[src/rtl/persiana_motion_scheduler.sv]
// persiana_motion_scheduler: blind motor sequencer.
// Resolves manual/automatic commands into a target zone, tracks the blind
// zone from the three limit sensors, and drives mutually exclusive raise/lower
// outputs with a reversal dead-time and a travel timeout. All state advances
// only on clk edges where tick=1.
// Optional macro SENSOR_DEBOUNCE_EN: when defined, the limit sensors pass
// through a 2-flop synchronizer and a 3-sample tick-rate filter; when
// undefined they are used raw.
module persiana_motion_scheduler #(
  parameter int unsigned DEAD_TICKS    = 2,
  parameter int unsigned TIMEOUT_TICKS = 20
) (
  input  logic       clk,
  input  logic       reset,
  input  logic       tick,
  input  logic       cmd_cerrar,
  input  logic       cmd_medio,
  input  logic       cmd_abrir,
  input  logic       cmd_auto,
  input  logic [1:0] sensor,
  input  logic       s_sup,
  input  logic       s_med,
  input  logic       s_inf,
  output logic       subir,
  output logic       bajar,
  output logic [2:0] zone,
  output logic       fault,
  output logic       busy
);

  localparam logic [2:0] ST_HOME  = 3'd0;
  localparam logic [2:0] ST_IDLE  = 3'd1;
  localparam logic [2:0] ST_UP    = 3'd2;
  localparam logic [2:0] ST_DOWN  = 3'd3;
  localparam logic [2:0] ST_DEAD  = 3'd4;
  localparam logic [2:0] ST_FAULT = 3'd5;

  localparam logic [2:0] Z_BOTTOM  = 3'd0;
  localparam logic [2:0] Z_LOW     = 3'd1;
  localparam logic [2:0] Z_MID     = 3'd2;
  localparam logic [2:0] Z_HIGH    = 3'd3;
  localparam logic [2:0] Z_TOP     = 3'd4;
  localparam logic [2:0] Z_UNKNOWN = 3'd7;

  // Last count value before the dead-time / timeout expires.
  localparam logic [3:0] DEAD_LAST = 4'(DEAD_TICKS - 1);
  localparam logic [7:0] TMO_LAST  = 8'(TIMEOUT_TICKS - 1);

  logic [2:0] sens_raw;  // {s_sup, s_med, s_inf}
  logic [2:0] sens;      // sensor levels the zone logic acts on

  assign sens_raw = {s_sup, s_med, s_inf};

`ifdef SENSOR_DEBOUNCE_EN
  logic [2:0] sync1_q, sync2_q, hist0_q, hist1_q, filt_q;
  logic [2:0] agree;

  // A sensor bit is accepted once three consecutive tick samples agree.
  assign agree = ~(sync2_q ^ hist0_q) & ~(hist0_q ^ hist1_q);

  // Synchronize every clk, sample and filter on tick edges.
  always_ff @(posedge clk or posedge reset) begin
    if (reset) begin
      sync1_q <= '0;
      sync2_q <= '0;
      hist0_q <= '0;
      hist1_q <= '0;
      filt_q  <= '0;
    end else begin
      sync1_q <= sens_raw;
      sync2_q <= sync1_q;
      if (tick) begin
        hist0_q <= sync2_q;
        hist1_q <= hist0_q;
        filt_q  <= (filt_q & ~agree) | (sync2_q & agree);
      end
    end
  end

  assign sens = filt_q;
`else
  assign sens = sens_raw;
`endif

  logic [2:0] state_q, state_d;
  logic [2:0] zone_q, zone_d, zone_upd;
  logic [2:0] target_q, target_d;
  logic       subir_q, subir_d, bajar_q, bajar_d;
  logic       fault_q, busy_q;
  logic [3:0] dead_q, dead_d;
  logic [7:0] tmo_q, tmo_d;

  logic       req_stop;
  logic [2:0] req_tgt;
  logic       want_up, want_dn;
  logic       dir_up, dir_dn;
  logic       conflict, moving, timeout, dead_done, start;

  assign conflict  = (sens[2] & sens[1]) | (sens[2] & sens[0]) | (sens[1] & sens[0]);
  assign moving    = subir_q | bajar_q;
  assign timeout   = moving && (tmo_q == TMO_LAST);
  assign dead_done = (dead_q == DEAD_LAST);

  // Command resolution: one-hot manual beats auto; anything else means stop.
  always_comb begin
    // NOTE: every variable assigned in a combinational block gets a default
    // first, so no path leaves it unassigned and no latch is inferred.
    req_stop = 1'b0;
    req_tgt  = target_q;
    case ({cmd_cerrar, cmd_medio, cmd_abrir})
      3'b100: req_tgt = Z_BOTTOM;
      3'b010: req_tgt = Z_MID;
      3'b001: req_tgt = Z_TOP;
      3'b000: begin
        if (!cmd_auto) begin
          req_stop = 1'b1;
        end else begin
          case (sensor)
            2'b01:   req_tgt = Z_BOTTOM;
            2'b10:   req_tgt = Z_MID;
            2'b11:   req_tgt = Z_TOP;
            default: req_tgt = target_q;
          endcase
        end
      end
      default: req_stop = 1'b1;
    endcase
  end

  assign want_up = !req_stop && (req_tgt > zone_q);
  assign want_dn = !req_stop && (req_tgt < zone_q);

  // Direction the blind is travelling or starting to travel on this tick.
  always_comb begin
    dir_up = 1'b0;
    dir_dn = 1'b0;
    case (state_q)
      ST_HOME, ST_UP: dir_up = 1'b1;
      ST_DOWN:        dir_dn = 1'b1;
      ST_IDLE: begin
        dir_up = want_up;
        dir_dn = want_dn;
      end
      ST_DEAD: begin
        dir_up = dead_done && want_up;
        dir_dn = dead_done && want_dn;
      end
      default: ;
    endcase
  end

  // Zone tracking: a sensor pins the zone, leaving a sensor zone moves to the in-between zone.
  always_comb begin
    zone_upd = zone_q;
    if (sens[0])                          zone_upd = Z_BOTTOM;
    else if (sens[1])                     zone_upd = Z_MID;
    else if (sens[2])                     zone_upd = Z_TOP;
    else if (dir_up && zone_q == Z_BOTTOM) zone_upd = Z_LOW;
    else if (dir_up && zone_q == Z_MID)    zone_upd = Z_HIGH;
    else if (dir_dn && zone_q == Z_TOP)    zone_upd = Z_HIGH;
    else if (dir_dn && zone_q == Z_MID)    zone_upd = Z_LOW;
  end

  // Motion FSM and counters; nothing moves unless tick is high.
  always_comb begin
    state_d  = state_q;
    zone_d   = zone_q;
    target_d = target_q;
    subir_d  = subir_q;
    bajar_d  = bajar_q;
    dead_d   = dead_q;
    tmo_d    = tmo_q;
    start    = 1'b0;
    if (tick && state_q != ST_FAULT) begin
      if (conflict) begin
        state_d = ST_FAULT;
        subir_d = 1'b0;
        bajar_d = 1'b0;
      end else begin
        zone_d   = zone_upd;
        target_d = req_stop ? zone_upd : req_tgt;
        case (state_q)
          ST_HOME: begin
            target_d = zone_upd;
            if (sens[2]) begin
              state_d = ST_IDLE;
              subir_d = 1'b0;
            end else if (timeout) begin
              state_d = ST_FAULT;
              subir_d = 1'b0;
            end else begin
              subir_d = 1'b1;
              tmo_d   = tmo_q + {7'd0, moving};
            end
          end
          ST_IDLE: start = 1'b1;
          ST_DEAD: begin
            subir_d = 1'b0;
            bajar_d = 1'b0;
            if (dead_done) start = 1'b1;
            else           dead_d = dead_q + 4'd1;
          end
          ST_UP: begin
            if (req_stop || zone_upd == req_tgt) begin
              state_d = ST_IDLE;
              subir_d = 1'b0;
            end else if (req_tgt < zone_upd) begin
              state_d = ST_DEAD;
              subir_d = 1'b0;
              dead_d  = '0;
            end else if (timeout) begin
              state_d = ST_FAULT;
              subir_d = 1'b0;
            end else begin
              tmo_d = tmo_q + 8'd1;
            end
          end
          ST_DOWN: begin
            if (req_stop || zone_upd == req_tgt) begin
              state_d = ST_IDLE;
              bajar_d = 1'b0;
            end else if (req_tgt > zone_upd) begin
              state_d = ST_DEAD;
              bajar_d = 1'b0;
              dead_d  = '0;
            end else if (timeout) begin
              state_d = ST_FAULT;
              bajar_d = 1'b0;
            end else begin
              tmo_d = tmo_q + 8'd1;
            end
          end
          default: begin
            state_d = ST_FAULT;
            subir_d = 1'b0;
            bajar_d = 1'b0;
          end
        endcase
        if (start) begin
          if (want_up) begin
            state_d = ST_UP;
            subir_d = 1'b1;
            tmo_d   = '0;
          end else if (want_dn) begin
            state_d = ST_DOWN;
            bajar_d = 1'b1;
            tmo_d   = '0;
          end else begin
            state_d = ST_IDLE;
          end
        end
      end
    end
  end

  // State and output registers; reset drops the motor outputs immediately.
  always_ff @(posedge clk or posedge reset) begin
    if (reset) begin
      // NOTE: sequential state is written with non-blocking assignments so all
      // registers update together from the values sampled before the edge.
      state_q  <= ST_HOME;
      zone_q   <= Z_UNKNOWN;
      target_q <= Z_TOP;
      subir_q  <= 1'b0;
      bajar_q  <= 1'b0;
      fault_q  <= 1'b0;
      busy_q   <= 1'b1;
      dead_q   <= '0;
      tmo_q    <= '0;
    end else begin
      state_q  <= state_d;
      zone_q   <= zone_d;
      target_q <= target_d;
      subir_q  <= subir_d;
      bajar_q  <= bajar_d;
      fault_q  <= (state_d == ST_FAULT);
      busy_q   <= (state_d != ST_IDLE) && (state_d != ST_FAULT);
      dead_q   <= dead_d;
      tmo_q    <= tmo_d;
    end
  end

  assign subir = subir_q;
  assign bajar = bajar_q;
  assign zone  = zone_q;
  assign fault = fault_q;
  assign busy  = busy_q;

endmodule

[config.mk]
export PLATFORM = sky130hd
export DESIGN_NAME = persiana_motion_scheduler
export DESIGN_NICKNAME = d
export VERILOG_FILES = /design/src/rtl/persiana_motion_scheduler.sv
export SDC_FILE = /design/constraint.sdc
export NUM_CORES = 1
export LEC_CHECK = 0
export BUFFER_PORTS_ARGS = -buffer_cell sky130_fd_sc_hd__clkbuf_2
export CAP_MARGIN = 0
export CORE_MARGIN = 2
export CORE_UTILIZATION = 31
export DETAILED_ROUTE_END_ITERATION = 10
export SKIP_CTS_REPAIR_TIMING = 1
export SLEW_MARGIN = 10
export SYNTH_ARGS = -nofsm -noshare
export SYNTH_HDL_FRONTEND = slang
export SYNTH_SLANG_ARGS = --single-unit
[constraint.sdc]
create_clock -name clk -period 7.3 [get_ports clk]
set_input_delay 1.46 -clock clk [delete_from_list [all_inputs] [get_ports clk]]
set_output_delay 1.46 -clock clk [all_outputs]
set_load 0.02 [all_outputs]
* Yosys cells after proc, flatten, opt, wreduce, memory -nomap -nowiden
Index checks and enable logic that the tools add are counted.
** Operators by class
- Equality and inequality tests :: 24
- Bitwise gates (word level) :: 7
- Add/subtract/negate cells :: 3
- Mux-type cells :: 66
- Reduce and logical (&&, ||, !) cells :: 24
- Magnitude comparators :: 4
** Operators by type and width (number)
- $mux 8 :: 10
- $mux 3 :: 19
- $pmux 3 s4 :: 2
- $pmux 8 s3 :: 1
- $mux 4 :: 5
- $mux 1 :: 19
- $eq 3x2->1 const B :: 4
- $eq 3x3->1 const B :: 4
- $pmux 4 s3 :: 1
- $logic_and 1x1->1 :: 11
- $ne 2x2->1 const B :: 5
- $logic_not 3->1 :: 3
- $pmux 1 s3 :: 3
- $pmux 3 s3 :: 1
- $add 8x1->8 :: 1
- $add 8x1->8 const B :: 1
- $eq 8x5->1 const B :: 1
- $reduce_and 8->1 :: 1
- $eq 3x1->1 const B :: 2
- $gt 3x3->1 :: 2
- $lt 3x3->1 :: 2
- $ne 3x3->1 const B :: 2
- $pmux 1 s2 :: 3
- $reduce_or 2->1 :: 3
- other kinds (15) :: 22
** Word-level totals
- Output and inout port bits :: 7
- Logic and storage cells :: 137
- Register bits after elaboration :: 25

* Logic depth before layout (Yosys ltp)
Gate-level depths: netlist (run 1).
- Word-level depth :: 25
- Gate-level depth with buffers :: 18

* Worst setup path after synthesis (run 1)
No wires, ideal clock.
- Path kind :: input to register
- Start :: in cmd_cerrar
- End :: reg tmo_q[5]
- Data required time :: 7.180 ns
- Cell stages on the path :: 17
- Arrival time :: 5.262 ns
- Setup time :: 0.120 ns
- Path buffers :: 0
- Slack :: 1.918 ns
- Cell sequence :: or2_2 > o21ai_0 > nand2_1 > o21ai_0 > ha_1 > a21oi_1 > o21ai_0 > and4b_1 > a311oi_1 > nand2_1 > ha_1 > and3b_1 > o21ai_0 > and2_1 > a21oi_1 > or4_1 > a31o_2
** Between the ends
- Word-level cells in the longest chain between the ends :: 22
** Ends and longest elaborated chain
- from (decl) :: line 16 : input logic cmd_cerrar,
- branches (longest 21 deep; another with $lt 3x3->1)
- $mux 8 * :: line 239 : if (start) begin
- to (signal assigned) :: line 279 : tmo_q <= tmo_d;
- to (decl) :: line 91 : logic [7:0] tmo_q, tmo_d;
Mark *: on every way between the ends.
A chain may end at the register's enable or synchronous reset.

* Worst setup path in the final report (run 1)
Ends and elaborated chain as after synthesis.

==> qor.yml, run 1 <==
run_status: "finished, final reports clean"
drv_slew: 0
worst_slew_pin_slew_ns: 0.965
power.static_leakage_nw: 0.910
timing.critical_path.from_type: "input pin"
crit_start: "cmd_cerrar"
fin_cells: 390
timing_worst_setup_path_type: "input pin to flop"
grt_pass1_vias: 2011
routed_via_density: 5.79
buffer_ports.inserted: 18
crit_path_max_fanout: 6
multi_input_comb_area_um2: 1480
cp_cell_sequence: "clkbuf_2 > or2_2 > o21ai_0 > nand2_1 > o21ai_0 > ha_1 > a21oi_1 > o21ai_0 > and4b_1 > a311oi_1 > nand2_1 > ha_1 > and3b_1 > o21ai_0 > and2_1 > a21oi_1 > or4_1 > a31o_2"
globalRouteTotalUtil_pct: 16.5
h-tree-depth: 1
ys_dominant_reg_cell: "sky130_fd_sc_hd__dfrtp_1"
max-slew-margin-rel_pct: 35.6
drt_iter0_drc: 179
seq_area_frac_synth_pct: 28.6
cp.buffers_inverters: 1
syn2layout_area_growth_pct: 9.34
boundaryPins: 19
detailedRoute.firstPassIterationCount: 5
max_clock_skew_ns: 0.00826
vias: 2259
globalRouteOverflowTotal: 0
starting_density_of_the_core_pct: 32.3
cts_made_buffers: 3
wire_per_inst_um: 15.9
tns_ns: 0
setup.worst_path.end_class: "flop"
ctsRootBufferMaster: "sky130_fd_sc_hd__clkbuf_8"
detail-route-antenna-nets: 0
grt_max_degree: 26
power_density_nw_per_um2: 165
critical-path-top-delay-family: "compound AO/OA/AOI/OAI gates"
fin_crit_sh_pct: 79.4
crit-reg2reg-launch: "target_q[1]"
gate_count_of_the_mapped_netlist: 286
worst_setup_hold_path_clk_slew_ns: 0.10
setup-violations-final: 0
placement_rows: 30
critical_path_arrival_ns: 5.96
clock-sinks: 25
clk_path_buf_depth: 2
drcViolationCount: 0
globalplace.congestion: 0.960
finalPower_uw: 399
floorplan.die.width_um: 88.4
timing.final.hold_violations: 0
most_prevalent_standard_cell_on_the_critical_path: "sky130_fd_sc_hd__o21ai_0"
max-vdd-ir-drop_v: 0.0000745
netlist_top_cells_area: "sky130_fd_sc_hd__dfrtp_1, sky130_fd_sc_hd__ha_1, sky130_fd_sc_hd__dfstp_2, sky130_fd_sc_hd__o21ai_0, sky130_fd_sc_hd__a21oi_1"
num-fill-cells: 748
hp_start: "target_q[0]"
grt_first_pass_wirelength_mm: 10.2
max-cap-violations: 0
crit_slowest_cell: "sky130_fd_sc_hd__or4_1"
grt_setup_unrepaired: "no"
share_of_layout_cells_above_drive_strength_1_pct: 14.6
hp-class: "flop to flop"
flip_flop_and_latch_count_after_synthesis: 25
async_reset_ff_share_pct: 100
worst_endpoint_required_time_ns: 7.47
post_synthesis_net_count: 309
dpl_cell_area_um2: 2370
postSynthAreaPerCell_um2: 7.73
max_freq_ghz: 0.173
critical_path.max_stage_delay_ns: 0.53
number_of_diodes_added_for_antenna_fixing: 0
detailed_placer_s_ending_hpwl_mm: 4.73
final_design_area_no_fill_um2: 2420
post-place-cells: 386
initial_antenna_violation_count: 0
finalCriticalPeriod_ns: 5.79
finalWirelength_mm: 6.22
regArea_um2: 632
dieArea_um2: 7820
synth.largest_area_cell: "sky130_fd_sc_hd__dfrtp_1"
synth_largest_type_area_fraction_pct: 22.7
core_area_um2: 6830
tritoncts: "built"
syn-cell-area_um2: 2210
clock_insertion_delay_worst_skew_ns: 0.28
synthDistinctLibCells: 56
yosys_warnings: 0
synth_enable_flop_cells: 0
holdWs_ns: 0.501
die_height_um: 88.4
fin_nets: 318
==> worst register-to-register path: stages, from the launching register on <==
cell	delay [ns]
sky130_fd_sc_hd__dfrtp_1	0.38
sky130_fd_sc_hd__a21oi_1	0.05
sky130_fd_sc_hd__a21oi_1	0.11
sky130_fd_sc_hd__nor2_1	0.05
sky130_fd_sc_hd__o32ai_1	0.48
sky130_fd_sc_hd__ha_1	0.35
sky130_fd_sc_hd__nand2_1	0.08
sky130_fd_sc_hd__o21ai_0	0.15
sky130_fd_sc_hd__and4b_1	0.30
sky130_fd_sc_hd__a311oi_1	0.35
sky130_fd_sc_hd__nand2_1	0.12
sky130_fd_sc_hd__ha_1	0.32
sky130_fd_sc_hd__and3b_1	0.20
sky130_fd_sc_hd__o21ai_0	0.50
sky130_fd_sc_hd__and2_1	0.26
sky130_fd_sc_hd__a21oi_1	0.11
sky130_fd_sc_hd__or4_1	0.53
sky130_fd_sc_hd__a31o_2	0.26
==> per-layer routing <==
layer	track usage [%]	up-vias	part of all wire (%)
met3	2.71	11	6.7
met2	26.0	92	46
met1	23.0	1045	46
met5	0	-	0
li1	-	1111	-
met4	5.65	0	1.9
==> power breakdown <==
| part | internal, mW | switching [mW] | leakage, nW | total [mW] |
|---|---|---|---|---|
| clock network | 0.0383 | 0.0497 | 0.0255 | 0.0881 |
| registers | 0.153 | 0.0151 | 0.311 | 0.168 |
| logic | 0.0504 | 0.0926 | 0.574 | 0.143 |
| total | 0.242 | 0.157 | 0.910 | 0.399 |
==> synthesized netlist by cell type (all sizes together), types with 3 or more instances <==
library cell,n
o22ai,4
inv,12
dfrtp,20
o31ai,3
nand2b,7
or4,4
nand3,14
nor2,27
a32o,3
ha,11
or2,3
or3,6
a21oi,21
a31oi,11
nor3,11
nand2,28
o21ai,25
dfstp,5
a311oi,3
nand4,4
nor4,7
clkbuf,13
o32ai,3
a21o,3
==> sequential cells by signal, indices dropped and copies added, names as in the netlist <==
| signal | cells |
|---|---|
| zone | 3 |
| subir | 1 |
| tmo_q | 8 |
| bajar | 1 |
| busy | 1 |
| dead_q | 4 |
| target_q | 3 |
| state_q | 3 |
| fault | 1 |
==> cells by family (layout without fill, tap and decap cells) <==
logic type,after synthesis,count (layout),share of synthesized area [%]
buffers and inverters,27,35,4.64
DFF,25,25,28.6
muxes,3,3,1.47
adders and majority gates,12,12,6.74
and+or+nand+nor,125,125,30.7
AOI/OAI and AO/OA,94,94,27.8
==> per-stage QoR <==
| stage | setup slack, ns | utilization, % |
|---|---|---|
| floorplan | 1.92 | - |
| global placement | 1.49 | 34.7 |
| detailed placement | 1.31 | 34.7 |
| CTS | 1.58 | 35.4 |
| global route | 1.15 | 35.4 |
| finish | 1.51 | 35.4 |
==> final timing paths <==
check                               to  slack [ns]  cells after the start
min                        target_q[0]        0.50                      1
min reg2reg                target_q[0]        0.50                      1
max in group asynchronous    dead_q[0]        5.34                      2
max reg2reg                   tmo_q[5]        2.61                     17
max                           tmo_q[5]        1.51                     18
min in group asynchronous     tmo_q[1]        1.37                      2
==> cell type report <==
cell class                 count  area share (%)
multi-input combinational    234            61.1
clock inverter                 1           0.207
tap                           96            4.97
timing repair buffer          19            4.04
inverter                      12            1.86
sequential                    25            26.2
clock buffer                   3            1.71
==> placed cells by master (no fill, tap or decap), types with 6 or more instances in the layout <==
master,instances
sky130_fd_sc_hd__a21oi_1,21
sky130_fd_sc_hd__a31oi_1,11
sky130_fd_sc_hd__clkbuf_2,18
sky130_fd_sc_hd__dfrtp_1,20
sky130_fd_sc_hd__ha_1,11
sky130_fd_sc_hd__inv_1,12
sky130_fd_sc_hd__nand2_1,28
sky130_fd_sc_hd__nand2b_1,7
sky130_fd_sc_hd__nand3_1,14
sky130_fd_sc_hd__nor2_1,26
sky130_fd_sc_hd__nor3_1,11
sky130_fd_sc_hd__o21ai_0,25
sky130_fd_sc_hd__or3_1,6
No activity file was read; power rests on OpenSTA's default activity.
==> run 2, diff against run 1 <==
==> constraint.sdc (replaced) <==
create_clock -name clk -period 4.8 [get_ports clk]
set_input_delay 0.96 -clock clk [delete_from_list [all_inputs] [get_ports clk]]
set_output_delay 0.96 -clock clk [all_outputs]
set_load 0.02 [all_outputs]
==> run 2 against run 1 <==
  * Power grew 68%
  * Worst hold slack lost 0.0033 ns
  * Critical path depth is the same
  * Wire length grew 5.2%
  * Utilization grew 4.5 points
  * Flip-flop and latch count is the same
  * Count of clock-buffer cells in the layout grew 1
  * Largest cell class unchanged
  * Largest power group is now combinational logic
  * Highest routed layer unchanged
==> qor.yml, run 2 (synthesis gave the netlist of run 1 again) <==
run_status: "finished, final reports clean"
h-tree-depth: 1
detailedRoute.firstPassIterationCount: 5
drv_slew: 0
worst_endpoint_required_time_ns: 4.97
finalPower_uw: 671
worst_slew_pin_slew_ns: 1.01
floorplan.die.width_um: 88.4
finalWirelength_mm: 6.54
max-vdd-ir-drop_v: 0.000104
power_density_nw_per_um2: 246
cts_made_buffers: 3
critical_path.max_stage_delay_ns: 0.41
vias: 2406
finalCriticalPeriod_ns: 4.63
detail-route-antenna-nets: 0
setup.worst_path.end_class: "flop"
fin_crit_sh_pct: 96.4
grt_pass1_vias: 2107
num-fill-cells: 704
clock-sinks: 25
largest-register: "tmo_q"
multi_input_comb_area_um2: 1510
syn2layout_area_growth_pct: 23.2
crit_slowest_cell: "sky130_fd_sc_hd__or3_4"
routed_via_density: 5.65
globalplace.congestion: 0.958
timing.final.hold_violations: 0
layout_common_cells: "sky130_fd_sc_hd__buf_4, sky130_fd_sc_hd__nand2_1, sky130_fd_sc_hd__nor2_1"
power.static_leakage_nw: 1.09
tns_ns: 0
tritoncts: "built"
globalRouteTotalUtil_pct: 17.0
grt_max_degree: 26
layout_top_registers: "tmo_q: 8 flops, dead_q: 4 flops"
placement_rows: 30
grt_first_pass_wirelength_mm: 10.6
hp-class: "flop to flop"
layout.cells.most_common: "sky130_fd_sc_hd__buf_4"
timing.critical_path.from_type: "input pin"
max-slew-margin-rel_pct: 32.4
layout.core_utilization_pct: 39.8
fin_nets: 354
die_height_um: 88.4
largest_register_ffs: 8
clock_insertion_delay_worst_skew_ns: 0.28
timing_worst_setup_path_type: "input pin to flop"
crit_path_max_fanout: 6
detailed_placer_s_ending_hpwl_mm: 4.97
critical_path_arrival_ns: 4.80
initial_antenna_violation_count: 0
dieArea_um2: 7820
drcViolationCount: 0
critical-path-top-delay-family: "simple AND/OR/NAND/NOR gates"
globalRouteOverflowTotal: 0
ctsRootBufferMaster: "sky130_fd_sc_hd__clkbuf_8"
boundaryPins: 19
max-cap-violations: 0
cp_cell_sequence: "clkbuf_2 > or2_2 > o21ai_0 > nand2_1 > o21ai_0 > ha_1 > a21oi_1 > o21ai_1 > and4b_1 > a311oi_2 > nand2_1 > ha_1 > and3b_1 > or3_4 > nand4_1 > nand3_1 > or4_1 > a31o_2"
drt_iter0_drc: 279
regArea_um2: 632
number_of_diodes_added_for_antenna_fixing: 0
buffer_ports.inserted: 18
wire_per_inst_um: 15.4
worst_setup_hold_path_clk_slew_ns: 0.10
clk_path_buf_depth: 2
setup-violations-final: 0
holdWs_ns: 0.498
cp.buffers_inverters: 1
max_clock_skew_ns: 0.0112
share_of_layout_cells_above_drive_strength_1_pct: 25.2
starting_density_of_the_core_pct: 32.3
core_area_um2: 6830
grt_setup_unrepaired: "yes"
max_freq_ghz: 0.216
## run 2: cell type report
class	count	share of cell area, %
tap	96	4.41
timing repair buffer	55	13.5
multi-input combinational	234	55.5
inverter	12	1.66
clock buffer	4	1.66
sequential	25	23.2
## run 2: final timing paths
path | from | end | slack, ns | cells past startpoint
setup / recovery | cmd_cerrar | tmo_q[5] | 0.17 | 18
hold / removal | target_q[0] | target_q[0] | 0.50 | 1
setup reg to reg | target_q[1] | tmo_q[5] | 0.79 | 17
hold reg to reg | target_q[0] | target_q[0] | 0.50 | 1
max in group asynchronous | reset | dead_q[0] | 3.29 | 2
min in group asynchronous | reset | tmo_q[1] | 0.89 | 2
## run 2: metal layers
| layer | part of all wire [%] | global-route usage [%] | vias to the layer above |
|---|---|---|---|
| met5 | 0 | 0 | - |
| met2 | 47 | 27.3 | 80 |
| li1 | - | - | 1176 |
| met4 | 1.0 | 3.72 | 0 |
| met3 | 5.9 | 2.15 | 6 |
| met1 | 46 | 24.5 | 1144 |
## run 2: stage by stage
step	setup WS [ns]	instance area, µm²	instances
finish	0.173	2720	426
global route	-0.0396	2720	426
CTS	0.0568	2690	426
detailed placement	-0.231	2640	422
global placement	-0.131	2640	422
floorplan	0.000381	2210	286
## run 2: where the power goes
part | leakage (nW) | total, mW | internal [mW] | switching (mW)
Sequential | 0.311 | 0.254 | 0.233 | 0.0212
Clock | 0.0228 | 0.135 | 0.0596 | 0.0758
Combinational | 0.756 | 0.281 | 0.123 | 0.158
==> run 3, diff against run 2 <==
--- a/config.mk
+++ b/config.mk
@@ -10,6 +10,7 @@
 export CORE_MARGIN = 2
 export CORE_UTILIZATION = 31
 export DETAILED_ROUTE_END_ITERATION = 10
+export RECOVER_POWER = 50
 export SKIP_CTS_REPAIR_TIMING = 1
 export SLEW_MARGIN = 10
 export SYNTH_ARGS = -nofsm -noshare
==> run 3 against run 2 <==
  * Sequential power is essentially flat
  * First-iteration DRC count is the same
  * Die area is the same
  * Critical path depth is the same
  * Combinational power is essentially flat
  * Clock power is essentially flat
  * Worst hold slack is essentially flat
  * Flip-flop and latch count is the same
  * Count of clock-buffer cells in the layout is the same
  * Global-route usage is the same
  * Highest routed layer unchanged
==> qor.yml, run 3 (synthesis gave the netlist of run 1 again) <==
run_status: "finished, final reports clean"
routed_via_density: 5.65
detailedRoute.firstPassIterationCount: 5
share_seq_of_total_power_pct: 38.0
drcViolationCount: 0
grt_max_degree: 26
clock_insertion_delay_worst_skew_ns: 0.28
power.static_leakage_nw: 1.08
tritoncts: "built"
largest_register_ffs: 8
number_of_diodes_added_for_antenna_fixing: 0
core_area_um2: 6830
max-slew-margin-rel_pct: 32.2
switchingPower_uw: 255
detail-route-antenna-nets: 0
layout_common_cells: "sky130_fd_sc_hd__buf_4, sky130_fd_sc_hd__nand2_1, sky130_fd_sc_hd__nor2_1"
p_clk_share_pct: 20.2
share_comb_of_total_power_pct: 41.8
max-cap-violations: 0
fin_nets: 354
num-fill-cells: 704
starting_density_of_the_core_pct: 32.3
cp_cell_sequence: "clkbuf_2 > or2_2 > o21ai_0 > nand2_1 > o21ai_0 > ha_1 > a21oi_1 > o21ai_1 > and4b_1 > a311oi_2 > nand2_1 > ha_1 > and3b_1 > or3_4 > nand4_1 > nand3_1 > or4_1 > a31o_2"
r2r.worst_path.cells: 17
max_freq_ghz: 0.216
clock-sinks: 25
crit-reg2reg-launch: "target_q[1]"
hp-class: "flop to flop"
globalRouteTotalUtil_pct: 17.0
drt_iter0_drc: 279
globalRouteOverflowTotal: 0
worst_slew_pin_slew_ns: 1.02
grt_pass1_vias: 2107
buffer_ports.inserted: 18
regArea_um2: 632
share_of_layout_cells_above_drive_strength_1_pct: 24.2
syn2layout_area_growth_pct: 23.0
detailedPlace.worstSlack_ns: -0.231
finalWirelength_mm: 6.54
initial_antenna_violation_count: 0
cts_made_buffers: 3
layout.cells.most_common: "sky130_fd_sc_hd__buf_4"
layout_top_registers: "tmo_q: 8 flops, dead_q: 4 flops"
worst_endpoint_required_time_ns: 4.97
boundaryPins: 19
timing.critical_path.from_type: "input pin"
multi_input_comb_area_um2: 1510
globalplace.congestion: 0.958
fin_crit_sh_pct: 96.4
power.internal_uw: 414
detailed_placer_s_ending_hpwl_mm: 4.97
max_clock_skew_ns: 0.0112
crit_path_max_fanout: 6
grt_setup_unrepaired: "yes"
critical_path_arrival_ns: 4.80
placement_rows: 30
drv_slew: 0
h-tree-depth: 1
power_density_nw_per_um2: 246
switching_share_pct: 38.1
crit_start: "cmd_cerrar"
crit_slowest_cell: "sky130_fd_sc_hd__or3_4"
setup-violations-final: 0
reg2reg_setup_slack_ns: 0.79
setup_ws_ns: 0.173
r2r-end: "tmo_q[5]"
timing_worst_setup_path_type: "input pin to flop"
max-vdd-ir-drop_v: 0.000104
floorplan.die.width_um: 88.4
largest-register: "tmo_q"
setup.worst_path.end_class: "flop"
wire_per_inst_um: 15.4
vias: 2407
ctsRootBufferMaster: "sky130_fd_sc_hd__clkbuf_8"
dieArea_um2: 7820
finalCriticalPeriod_ns: 4.63
clk_path_buf_depth: 2
cp-endpoint: "tmo_q[5]"
timing.final.hold_violations: 0
worst_setup_hold_path_clk_slew_ns: 0.10
die_height_um: 88.4
grt_first_pass_wirelength_mm: 10.6
tns_ns: 0
critical_path.max_stage_delay_ns: 0.41
==> run 3: cell count changes in the layout (fill, tap and decap cells not counted) <==
cell                       before  now
sky130_fd_sc_hd__clkbuf_1       1    4
sky130_fd_sc_hd__clkbuf_2      18   15
==> run 3: worst min path at each step <==
stage | slack (ns) | end | from | cells past startpoint
floorplan | 0.46 | target_q[2] | target_q[2] | 2
global placement | 0.47 | target_q[0] | target_q[0] | 1
detailed placement | 0.48 | target_q[0] | target_q[0] | 1
CTS | 0.50 | target_q[0] | target_q[0] | 1
global route | 0.54 | target_q[0] | target_q[0] | 1
finish | 0.50 | target_q[0] | target_q[0] | 1
==> run 3: per-stage QoR <==
stage                     instance area (µm²)  utilization (%)  hold WS [ns]  power (mW)  std cells
after global routing                     2720             39.8         0.539       0.715        426
after floorplan                          2210                -         0.459       0.418        286
after CTS                                2690             39.3         0.500       0.669        426
after global placement                   2640             38.6         0.470       0.530        422
final                                    2720             39.8         0.498       0.669        426
after detailed placement                 2640             38.6         0.476       0.531        422
==> run 3: metal layers <==
metal	vias up	wire length, µm	track usage (%)
li1	1176	-	-
met1	1145	3030	24.5
met2	80	3060	27.3
met3	6	387	2.15
met4	0	68	3.72
met5	-	0	0
==> run 3: power groups by stage <==
stage	clock network (mW)	registers, mW	logic (mW)
6_report	0.135	0.254	0.280
3_5_place_dp	0	0.258	0.273
5_1_grt	0.147	0.257	0.311
2_1_floorplan	0	0.261	0.156
3_3_place_gp	0	0.258	0.272
4_1_cts	0.140	0.254	0.275
==> run 3: area by class of cell <==
cell class	count	area share [%]
timing repair buffer	55	13.4
multi-input combinational	234	55.6
sequential	25	23.3
clock buffer	4	1.66
inverter	12	1.66
tap	96	4.42
==> run 3: worst max-delay path, delay by kind of cell <==
kind / cells / cell delay [ns]
AND/OR/NAND/NOR: 9 / 2.00
adder cells (fa/ha/maj): 2 / 0.61
AO/OA/AOI/OAI: 6 / 1.13
buffers and inverters: 1 / 0.09
